$ cat src/rtl/rr_arb4_pkg.sv
// ---------------------------------------------------------------------------
// rr_arb4_pkg
//
// Shared definitions for the four-way round-robin arbiter slice.
//
// Contents:
//   ID_W             width of an owner / requester index (2)
//   N_REQ            number of requesters (4)
//   DEFAULT_MAX_HOLD default number of GRANT cycles before forced release
//   DEFAULT_CW       default width of the hold counter
//   arb_state_t      arbiter state encoding (IDLE=0, GRANT=1)
//   pick_winner()    rotating-priority search helper
// ---------------------------------------------------------------------------
package rr_arb4_pkg;

    localparam int ID_W             = 2;
    localparam int N_REQ            = 4;
    localparam int DEFAULT_MAX_HOLD = 15;
    localparam int DEFAULT_CW       = 4;

    // IDLE means nobody owns the resource; GRANT means gnt_id owns it.
    typedef enum logic {
        ST_IDLE  = 1'b0,
        ST_GRANT = 1'b1
    } arb_state_t;

    // Rotating-priority search. The index after ptr has the highest priority
    // and ptr itself the lowest, so the last owner goes to the back of the
    // line. The loop walks from lowest to highest priority and overwrites
    // the result on every hit, so the final value is the highest-priority
    // requester without needing an early exit. When req is all zero the
    // result is ptr and the caller is expected to ignore it.
    function automatic logic [ID_W-1:0] pick_winner(
        input logic [N_REQ-1:0] req,
        input logic [ID_W-1:0]  ptr
    );
        logic [ID_W-1:0] idx;
        logic [ID_W-1:0] win;
        win = ptr;
        for (int i = N_REQ; i >= 1; i--) begin
            idx = ptr + ID_W'(i);
            if (req[idx]) begin
                win = idx;
            end
        end
        return win;
    endfunction

endpackage

$ cat src/rtl/rr_arb4_d2to4.sv
// ---------------------------------------------------------------------------
// d2to4
//
// Shared 2-to-4 decoder with enable. Exactly one output bit is high when the
// enable is high; all outputs are low otherwise.
//
// Ports:
//   a  input  [1:0]  select index
//   e  input         enable
//   y  output [3:0]  one-hot decode of a, or zero when e is low
// ---------------------------------------------------------------------------
module d2to4 (
    input  logic [1:0] a,
    input  logic       e,
    output logic [3:0] y
);

    // Plain decode: start from all-zero and light the selected bit only
    // while enabled.
    always_comb begin
        y = 4'b0000;
        if (e) begin
            y[a] = 1'b1;
        end
    end

endmodule

$ cat src/rtl/rr_arb4.sv
// ---------------------------------------------------------------------------
// rr_arb4
//
// Four-requester round-robin arbiter. One requester at a time owns a shared
// resource. Ownership ends when the owner signals done, drops its request,
// or has held the resource for MAX_HOLD cycles. In the hold-limit case a
// one-cycle timeout pulse is raised. The grant vector is decoded from
// registered state only, so there is no combinational path from req to gnt.
//
// Parameters:
//   MAX_HOLD  GRANT cycles per ownership before forced release (1..2^CW-1)
//   CW        hold counter width
//
// Ports:
//   clk      input         rising-edge clock
//   rst      input         synchronous active-high reset
//   req      input  [3:0]  request vector, bit i belongs to requester i
//   done     input         owner finished (only looked at in GRANT)
//   gnt      output [3:0]  one-hot grant, decoded from gnt_id and busy
//   gnt_id   output [1:0]  current or most recent owner
//   busy     output        resource is currently granted
//   timeout  output        one-cycle pulse after a hold-limit revocation
// ---------------------------------------------------------------------------
module rr_arb4
    import rr_arb4_pkg::*;
#(
    parameter int MAX_HOLD = DEFAULT_MAX_HOLD,
    parameter int CW       = DEFAULT_CW
) (
    input  logic             clk,
    input  logic             rst,
    input  logic [N_REQ-1:0] req,
    input  logic             done,
    output logic [N_REQ-1:0] gnt,
    output logic [ID_W-1:0]  gnt_id,
    output logic             busy,
    output logic             timeout
);

    arb_state_t       state;
    logic [ID_W-1:0]  ptr;
    logic [CW-1:0]    cnt;

    logic             owner_withdrew;
    logic             hold_expired;
    logic             release_now;
    logic [ID_W-1:0]  search_ptr;
    logic [ID_W-1:0]  winner;
    logic             any_req;

    localparam logic [CW-1:0] HOLD_LIMIT = CW'(MAX_HOLD);
    localparam logic [CW-1:0] CNT_MAX    = {CW{1'b1}};

    // Work out whether the current ownership ends at this edge. Any of the
    // three causes is enough; they only matter while in GRANT.
    always_comb begin
        owner_withdrew = ~req[gnt_id];
        hold_expired   = (cnt == HOLD_LIMIT);
        release_now    = (state == ST_GRANT) &&
                         (done || owner_withdrew || hold_expired);
    end

    // Choose the next owner. At a release edge the pointer is about to
    // become the outgoing owner, and the search has to see that new value
    // in the same cycle so the handoff needs no idle bubble. The outgoing
    // owner is searched last, so it is only re-granted when nobody else
    // is asking.
    always_comb begin
        search_ptr = release_now ? gnt_id : ptr;
        winner     = pick_winner(req, search_ptr);
        any_req    = |req;
    end

    // Main FSM with all registered outputs. timeout is cleared every cycle
    // and set only on a release caused purely by the hold limit; done or a
    // withdrawn request on the same edge counts as a normal release. In
    // IDLE, done is deliberately ignored and the pointer keeps the last
    // owner so fairness carries across idle periods.
    always_ff @(posedge clk) begin
        if (rst) begin
            state   <= ST_IDLE;
            gnt_id  <= '0;
            ptr     <= ID_W'(N_REQ - 1);
            cnt     <= '0;
            timeout <= 1'b0;
        end else begin
            timeout <= 1'b0;
            case (state)
                ST_IDLE: begin
                    if (any_req) begin
                        state  <= ST_GRANT;
                        gnt_id <= winner;
                        cnt    <= CW'(1);
                    end
                end
                ST_GRANT: begin
                    if (release_now) begin
                        ptr     <= gnt_id;
                        timeout <= hold_expired && !done && !owner_withdrew;
                        if (any_req) begin
                            gnt_id <= winner;
                            cnt    <= CW'(1);
                        end else begin
                            state <= ST_IDLE;
                        end
                    end else if (cnt != CNT_MAX) begin
                        cnt <= cnt + CW'(1);
                    end
                end
                default: begin
                    state <= ST_IDLE;
                end
            endcase
        end
    end

    assign busy = (state == ST_GRANT);

    // The grant vector comes straight out of the shared decoder, fed only
    // by registers.
    d2to4 u_gnt_dec (
        .a (gnt_id),
        .e (busy),
        .y (gnt)
    );

endmodule

$ cat config.mk
export PLATFORM = sky130hd
export DESIGN_NAME = rr_arb4
export DESIGN_NICKNAME = d
export VERILOG_FILES = /design/src/rtl/rr_arb4_pkg.sv /design/src/rtl/rr_arb4_d2to4.sv /design/src/rtl/rr_arb4.sv
export SDC_FILE = /design/constraint.sdc
export NUM_CORES = 1
export LEC_CHECK = 0
export CORE_MARGIN = 2
export CORE_UTILIZATION = 49
export DETAILED_ROUTE_END_ITERATION = 8
export PLACE_DENSITY = 0.77
export SKIP_CTS_REPAIR_TIMING = 1
export SLEW_MARGIN = 20
export SYNTH_ARGS = -nofsm -noshare
export SYNTH_HDL_FRONTEND = slang
export SYNTH_HIERARCHICAL = 1
export SYNTH_SLANG_ARGS = --single-unit
$ cat constraint.sdc
create_clock -name clk -period 2.6 [get_ports clk]
set_input_delay 0.52 -clock clk [delete_from_list [all_inputs] [get_ports clk]]
set_output_delay 0.52 -clock clk [all_outputs]
set_load 0.005 [all_outputs]
==> metrics.md <==
| Metric | Value |
|---|---|
| Die H | 42.72 µm |
| Final setup TNS | 0 ps |
| Worst Setup EP | gnt_id[1] |
| Post-route DRC | 0 |
| CTS sink cnt | 10 |
| Nets | 116 |
| GRT Total Usage | 19.84% |
| Min-Delay Path Depth | 1 |
| Internal | 358.4 µW |
| Final Power | 518.3 µW |
| Synthesized Nets | 95 |
| Cell Rows | 13 |
| Top-count cell post-synth | nor2_1 |
| CP required | 2750 ps |
| Worst-Skew Late Latency | 260 ps |
| Fraction of registers with async set/reset | 0% |
| FF-to-FF setup slack | 410 ps |
| Detail Placement HPWL | 1256 µm |
| Port buffer count | 14 |
| Vias/cell | 6.139 |
| Final hold vios | 0 |
| Worst path arrival time | 2360 ps |
| CTS max path bufs | 2 |
| Hold Path Class | flop to flop |
| Seq/Total Area, Yosys | 27.26% |
| Remaining antenna violation count | 0 |
| Core ar. | 0.001350 mm² |
| Placed Instance Area | 907.1 µm² |
| Routability cong. | 0.8688 |
| Status | finished clean |
| Initial core utilization | 54.40% |
| Final setup fails | 0 |
| CP startpoint | done |
| Largest stage delay, worst path | 430 ps |
| Post-route cell area | 943.4 µm² |
| Synth Register Bits | 10 |
| Post-Syn Instances | 87 |
| CP Cell Sequence | clkdlybuf4s50_1 -> or2b_1 -> a2bb2oi_4 -> o211ai_1 -> and3_4 -> o21ai_1 -> o311a_1 |
| Fin. max-slew vios | 0 |
| Max VDD drop | 0.3756 mV |
| Worst relative slew slack | 65.88% |
| Startpoint Class | input pin |
| Register area | 200.2 µm² |
| Commonest cells post-synth | nor2_1 (11), dfxtp_1 (10), nand2_1 (8) |
| Largest delay contributor family on the critical path | compound AO/OA/AOI/OAI gates |
| P per Cell Area | 549.3 mW/mm² |
| Vias in the first global route | 629 |
| Peak Freq | 452.3 MHz |
| Top Ports | 15 |
| First-pass GRT wire length | 2808 µm |
| Slowest-stage cell, CP | clkdlybuf4s50_1 |
| Worst slew pin tran | 509.1 ps |
| Vias post-DR | 749 |
| CTS tree | yes |
| Clock share of power | 26.2% |
| Switching share of power | 30.84% |
| Footprint of the multi-input gates | 491.7 µm² |
| Final min period | 2211 ps |
| Synth unique cells | 43 |
| DR iter-0 viols | 23 |
| Clock root buffer | clkbuf_4 |
| Stages on worst setup path | 7 |
| Lkg Pwr | 0.0003706 µW |
| Clock Pin Slew Worst Setup and Hold Paths | 60 ps |
| CP Capture Type | flop |
| Filler cells | 111 |
| Initial antenna violation count | 0 |
| Sequential share of power | 36.7% |
| CP bufs+invs | 1 |
| R2r startpoint | gnt_id[0] |
| Die width | 42.72 µm |
| Mean post-synth cell area | 8.442 µm² |
| Routed wire length | 1687 µm |
| Yosys warns | 6 |
| Critical path fanouts, max | 8 |
| Routed len/inst | 13.83 µm |
| Global route total overflow | 0 |
| Sw power | 159.8 µW |
| CTS buffer count | 3 |
| Area leader, netlist | dfxtp_1 |
| RSZ-0062 raised after global routing | no |
| Largest net degree at the start of global routing | 13 |
| Die area | 0.001825 mm² |
| Cells on worst reg2reg path | 6 |
| Mapped Area | 734.5 µm² |
| EDFF count, synth | 0 |
| Combinational share of power | 37.1% |
| Yosys top cell area share | 27.26% |
| Largest cells by area after synthesis | dfxtp_1 (27%), nor2_1 (5.6%), nand2_1 (4.1%), a2bb2oi_4 (3.6%), a311oi_1 (3.6%) |
| Critical path type | input pin to flop |
| Final period util | 85.04% |
| Max-cap viol count | 0 |
| N_diodes | 0 |
| Main synth FF type | dfxtp_1 |
| Fraction of layout cells with a size suffix above 1 | 16.82% |
| Clock Skew | 4.315 ps |
| Area Overhead vs Synth | 28.45% |
| Pre-antenna DRT Iters | 4 |
| Number of H-tree levels | 1 |
| R2R Path End | gnt_id[1] |
[final cells by class]
| type | count | area share, % |
|---|---|---|
| clock buffers | 4 | 3.846 |
| inverters | 3 | 1.194 |
| multi-input cells | 70 | 52.12 |
| flip-flops and latches | 10 | 21.22 |
| well taps | 15 | 1.989 |
| repair buffers | 20 | 19.63 |
[sequential cells by signal, summed over array words and instances (netlist names)]
register / cells
busy: 1
timeout: 1
gnt_id: 2
ptr: 2
cnt: 4
[metrics by stage]
step	hold WS (ps)	setup WS [ps]	util [%]	cells
6_report	522.7	389.0	69.88	122
5_1_grt	544.4	223.0	69.88	122
4_1_cts	513.6	410.5	69.88	122
3_5_place_dp	503.2	153.7	67.19	118
3_3_place_gp	494.1	167.3	67.19	118
2_1_floorplan	466.4	602.1	-	87
[power groups by stage]
| stage | registers (µW) | clock network (µW) | logic, µW |
|---|---|---|---|
| floorplan | 188 | 0 | 131 |
| detailed placement | 194 | 0 | 190 |
| finish | 190 | 136 | 192 |
| CTS | 190 | 140 | 190 |
| global placement | 193 | 0 | 187 |
| global route | 192 | 153 | 210 |
[cells in the final DEF, fill, tap and decap left out, types with 2 or more instances in the layout]
| cell | n |
|---|---|
| inv_1 | 3 |
| o21ai_0 | 2 |
| a311oi_1 | 3 |
| nand2_1 | 8 |
| nor3b_1 | 2 |
| nand2b_1 | 2 |
| nor4_1 | 2 |
| o211ai_1 | 2 |
| nand3_1 | 3 |
| clkdlybuf4s50_1 | 14 |
| and3b_1 | 2 |
| buf_4 | 6 |
| dfxtp_1 | 10 |
| nor2_1 | 11 |
| a21oi_1 | 3 |
| clkbuf_4 | 3 |
| nor3_1 | 3 |
| a41oi_1 | 2 |
[kinds of logic after synthesis]
group / after synthesis / share of synthesized area, %
flip-flops: 10 / 27.26
AND/OR/NAND/NOR: 43 / 34.58
multiplexers: 2 / 3.917
adder cells (fa/ha/maj): 1 / 1.703
AO/OA/AOI/OAI: 24 / 26.75
buffers and inverters: 7 / 5.791
[metal layers]
layer	routed length (µm)	share of wire (%)	GRT usage, %
met5	0	0	0
met4	7	0.41	0
met3	146	8.7	8.936
met2	796	47	31.21
met1	736	44	26.56
[how the worst min path moves through the flow]
stage                       from  slack, ps  endpoint
after floorplan           cnt[3]        470    cnt[3]
after CTS                 cnt[3]        510    cnt[3]
after global placement    cnt[3]        490    cnt[3]
after global routing      cnt[3]        540    cnt[3]
final                     cnt[3]        520    cnt[3]
after detailed placement  cnt[3]        500    cnt[3]
[worst register-to-register path, stage by stage (launching register included)]
cell and delay (ps):
dfxtp_1 610, mux2i_2 380, a2bb2oi_4 270, nand3b_4 190
and3_4 210, o21ai_1 70, o311a_1 340
Power figures use the tool's default switching activity.
==> edit 1, RTL diff (config.mk and constraints unchanged) <==
Reset style: asynchronous (`rst`), changed in one clocked block. Comments in the files are not updated.
--- a/src/rtl/rr_arb4.sv
+++ b/src/rtl/rr_arb4.sv
@@ -76,7 +76,7 @@
     // withdrawn request on the same edge counts as a normal release. In
     // IDLE, done is deliberately ignored and the pointer keeps the last
     // owner so fairness carries across idle periods.
-    always_ff @(posedge clk) begin
+    always_ff @(posedge clk or posedge rst) begin
         if (rst) begin
             state   <= ST_IDLE;
             gnt_id  <= '0;
Check against the original RTL: differs if rst is asserted again (counterexample within 4 cycles, from zero or initial values and one cycle with rst high); with rst held inactive, the same outputs for 10 cycles.
==> edit 1 against the unedited design <==
Count of clock-buffer cells in the layout is the same; die area shrank 14%; sequential cell count stayed put; routed wire length shrank 25%; cell area fell by 10%; critical path depth did not move; area after synthesis shrank 15%; setup slack gained 0.059 ns; non-clock buffer count fell by 2.
Power is not compared: it rests on default switching activity, and its combinational part moved more than twofold at a synthesized area within 25%.
==> edit 1: results <==
metrics = {
    "status": {
        "status": "completed",
    },
    "worst_setup_path": {
        "worst-path-max-fanout": 7,
        "crit_arrival_ns": 2.32,
        "max_stage_delay_ns": 0.45,
        "path_delay_family": "compound AO/OA/AOI/OAI gates",
        "cp_slowest_cell": "clkdlybuf4s50_1",
    },
    "hold_path": {
        "hold_class": "flop to flop",
    },
    "cells_and_area": {
        "stdcell_count": 99,
        "drive_above_1_share_pct": 17.6,
        "reg_top3": "cnt x4, gnt_id x2, ptr x2",
        "layout.nets": 94,
        "n_antenna_cell": 0,
        "fillers": 90,
    },
    "timing": {
        "tightestPinTransition_ns": 0.434,
        "skew_ns": 0.000932,
    },
    "synth": {
        "postSynth.asyncResetShare_pct": 100,
        "synth.area.top_cells": "dfrtp_1, dfstp_2, a21oi_4, inv_1, mux2i_1",
        "synthTopCellsByCount": "dfrtp_1, inv_1, nand2_1, nor2_1",
        "yosys_warnings": 6,
        "mappedNetlistNets": 71,
        "seq_area_frac_synth_pct": 40.6,
        "synth_cell_types": 33,
        "syn_inst": 63,
    },
    "global_route": {
        "antenna_found_initial": 0,
        "grt_pass1_vias": 503,
        "grt_max_degree": 13,
        "grt_pass1_wl_um": 2170,
        "grt_use_total_pct": 22.3,
    },
    "placed_design": {
        "routabilityCongestion": 0.800,
        "io_buffers": 14,
        "place_area_um2": 811,
        "dp.cells": 95,
        "dp_hpwl_um": 963,
    },
    "clock_network": {
        "clock_latency_ns": 0.28,
        "h-tree-depth": 1,
        "clkTransAtPathRegs_ns": 0.07,
        "clock-root-buffer": "clkbuf_4",
        "clockBufferDepth": 2,
        "numCtsBuffers": 3,
    },
    "route": {
        "routed_wirelength_um": 1270,
        "drt_iter0_drc": 15,
        "drc": 0,
        "vias": 556,
        "firstDrtPassIters": 4,
    },
    "pwr": {
        "p_leak_nw": 0.373,
        "vdd_drop_max_mv": 0.704,
    },
}
edit 1: worst paths after layout:
kind / from / to / slack, ns / cells past startpoint
setup / recovery: done / gnt_id[1] / 0.45 / 7
hold / removal: cnt[0] / cnt[0] / 0.51 / 1
hold reg to reg: cnt[0] / cnt[0] / 0.51 / 1
setup reg to reg: cnt[0] / gnt_id[1] / 0.46 / 7
min in group asynchronous: rst / cnt[2] / 0.52 / 2
max in group asynchronous: rst / ptr[1] / 1.76 / 2
edit 1: cells by family (layout without fill, tap and decap cells):
kind of cell	Yosys count	in the layout	synth area share [%]
flip-flops	10	10	40.6
AND/OR/NAND/NOR	22	22	20.7
XOR/XNOR	1	1	1.41
multiplexers	2	2	3.21
AO/OA/AOI/OAI	21	21	28.5
adder cells (fa/ha/maj)	1	1	2.01
buffers and inverters	6	28	3.61
edit 1: where the power goes:
part / total, mW / internal (mW) / switching, mW
Clock: 0.146 / 0.0853 / 0.0610
Combinational: 0.418 / 0.242 / 0.176
Sequential: 0.290 / 0.216 / 0.0736
Total: 0.855 / 0.544 / 0.311
edit 1: cell type report:
class	instances	area share, %
inverter	6	2.66
timing repair buffer	18	20.1
clock buffer	4	4.28
tap	14	2.07
multi-input combinational	47	41.1
sequential	10	29.8
edit 1: per-stage QoR:
step	setup slack, ns	util (%)	total power [mW]
after floorplan	0.570	-	0.550
after global placement	0.187	71.1	0.707
after detailed placement	0.170	71.1	0.714
after CTS	0.447	74.2	0.862
after global routing	0.276	74.2	0.926
final	0.448	74.2	0.855
edit 1: routing by layer:
metal / share of wire, % / up-vias / wire (um) / track usage [%]
met5: 0 / - / 0 / 0
met4: 3.2 / 0 / 40 / 15.5
met3: 4.7 / 5 / 60 / 6.82
met2: 46 / 15 / 589 / 33.6
met1: 46 / 255 / 578 / 26.5
li1: - / 281 / - / -
==> edit 2, RTL diff (config.mk and constraints unchanged) <==
Made on the original files. Set the package constant `DEFAULT_CW` to 5 (it was 4).
--- a/src/rtl/rr_arb4_pkg.sv
+++ b/src/rtl/rr_arb4_pkg.sv
@@ -16,7 +16,7 @@
     localparam int ID_W             = 2;
     localparam int N_REQ            = 4;
     localparam int DEFAULT_MAX_HOLD = 15;
-    localparam int DEFAULT_CW       = 4;
+    localparam int DEFAULT_CW       = 5;
 
     // IDLE means nobody owns the resource; GRANT means gnt_id owns it.
     typedef enum logic {
Formal check against the unedited RTL: same outputs for any inputs over 10 cycles, from zero or initial values and one cycle with rst high; that may be too few to reach the edited logic, so the function may still have changed.
==> edit 2 against the unedited design <==
Combinational power shrank 6%; die area increased by 5.9%; clock power down 15%; area after synthesis up 6.5%; cell area is 2.7% higher; clock skew decreased by 0.0012 ns; core utilization decreased by 5.6 points; routed wire length shrank 0.47%; highest routed layer unchanged; count of clock-buffer cells in the layout stayed put; setup slack got worse by 0.15 ns; synthesized cell count shrank 2.3%; fmax fell by 6.5%; total power fell by 2.8%; sequential cell count rose by 1.
==> edit 2: results <==
metrics = {
    "route": {
        "routed_wirelength_um": 1680,
        "wl_met1_um": 830,
        "dr_wl_met2_um": 752,
        "vias": 717,
        "drt_iter0_drc": 18,
        "wl_met3_um": 69,
    },
    "placed_design": {
        "dp_hpwl_um": 1280,
        "dp_slack_ns": 0.0755,
        "routabilityCongestion": 0.927,
    },
    "pwr": {
        "pg_seq_uw": 208,
        "clock_power_share_pct": 23.1,
        "switchingPower_uw": 162,
        "internal-power_uw": 341,
        "vdd_drop_max_mv": 0.226,
    },
    "synth": {
        "ys_ff_latch": 11,
        "synth.area.top_cells": "dfxtp_1, nor2_1, ha_1, bufbuf_16, mux4_1",
        "synth_cell_types": 40,
        "synthTopCellsByCount": "nor2_1, dfxtp_1, a21oi_1, nor3_1, a31oi_1",
        "syn_area_per_cell_um2": 9.20,
        "seq_area_frac_synth_pct": 28.2,
    },
    "timing": {
        "skew_ns": 0.00312,
        "whs_ns": 0.514,
        "finalWorstSetupSlack_ns": 0.236,
        "relSlewSlack_pct": 70.2,
    },
    "cells_and_area": {
        "fillers": 132,
        "layout.nets": 117,
        "buffer_area_share_pct": 19.1,
        "clockNetworkAreaShare_pct": 2.71,
        "nMultiInputCombCells": 68,
        "regArea_um2": 220,
        "multi_input_area_share_pct": 52.2,
        "reg_top3": "cnt x5, gnt_id x2, ptr x2",
    },
    "worst_setup_path": {
        "cp_slowest_cell": "dfxtp_1",
        "reg2reg_from": "cnt[0]",
        "crit_arrival_ns": 2.53,
        "rr_worst_depth": 9,
        "max_stage_delay_ns": 0.34,
        "worst-path-max-fanout": 5,
        "critPathKind": "flop to flop",
    },
    "die": {
        "rows": 14,
    },
    "global_route": {
        "grt_use_total_pct": 20.5,
        "grt_pass1_vias": 641,
        "use_met2_pct": 26.8,
        "grt_pass1_wl_um": 2890,
        "grt_use_met3_pct": 3.75,
    },
    "status": {
        "status": "completed",
    },
}
-- edit 2: cell count changes in the layout (fill, tap and decap cells not counted), moves of 2 or more --
cell,change
a21oi_1,+2
a31oi_1,+3
a41oi_1,-2
ha_1,+2
mux2_2,+2
nand2_1,-7
nand2b_1,-2
nor2_1,+2
nor3_1,+2
o211ai_1,-2
or2_2,+2
-- edit 2: cell families (layout without fill, tap and decap cells) --
kind of cell | Yosys count | count (layout) | synth area share, %
adders and majority gates | 3 | 3 | 4.80
and+or+nand+nor | 39 | 39 | 28.8
DFF | 11 | 11 | 28.2
buffers and inverters | 6 | 27 | 8.16
xor gates and xnor gates | 1 | 1 | 1.12
AOI/OAI and AO/OA | 20 | 20 | 19.5
muxes | 5 | 5 | 9.44
-- edit 2: worst max-delay path: cells and delay by family, from the launching register on --
kind / cells / cell delay, ns
flops: 1 / 0.34
compound gates: 3 / 0.80
fa+ha+maj: 2 / 0.47
simple gates: 4 / 0.65
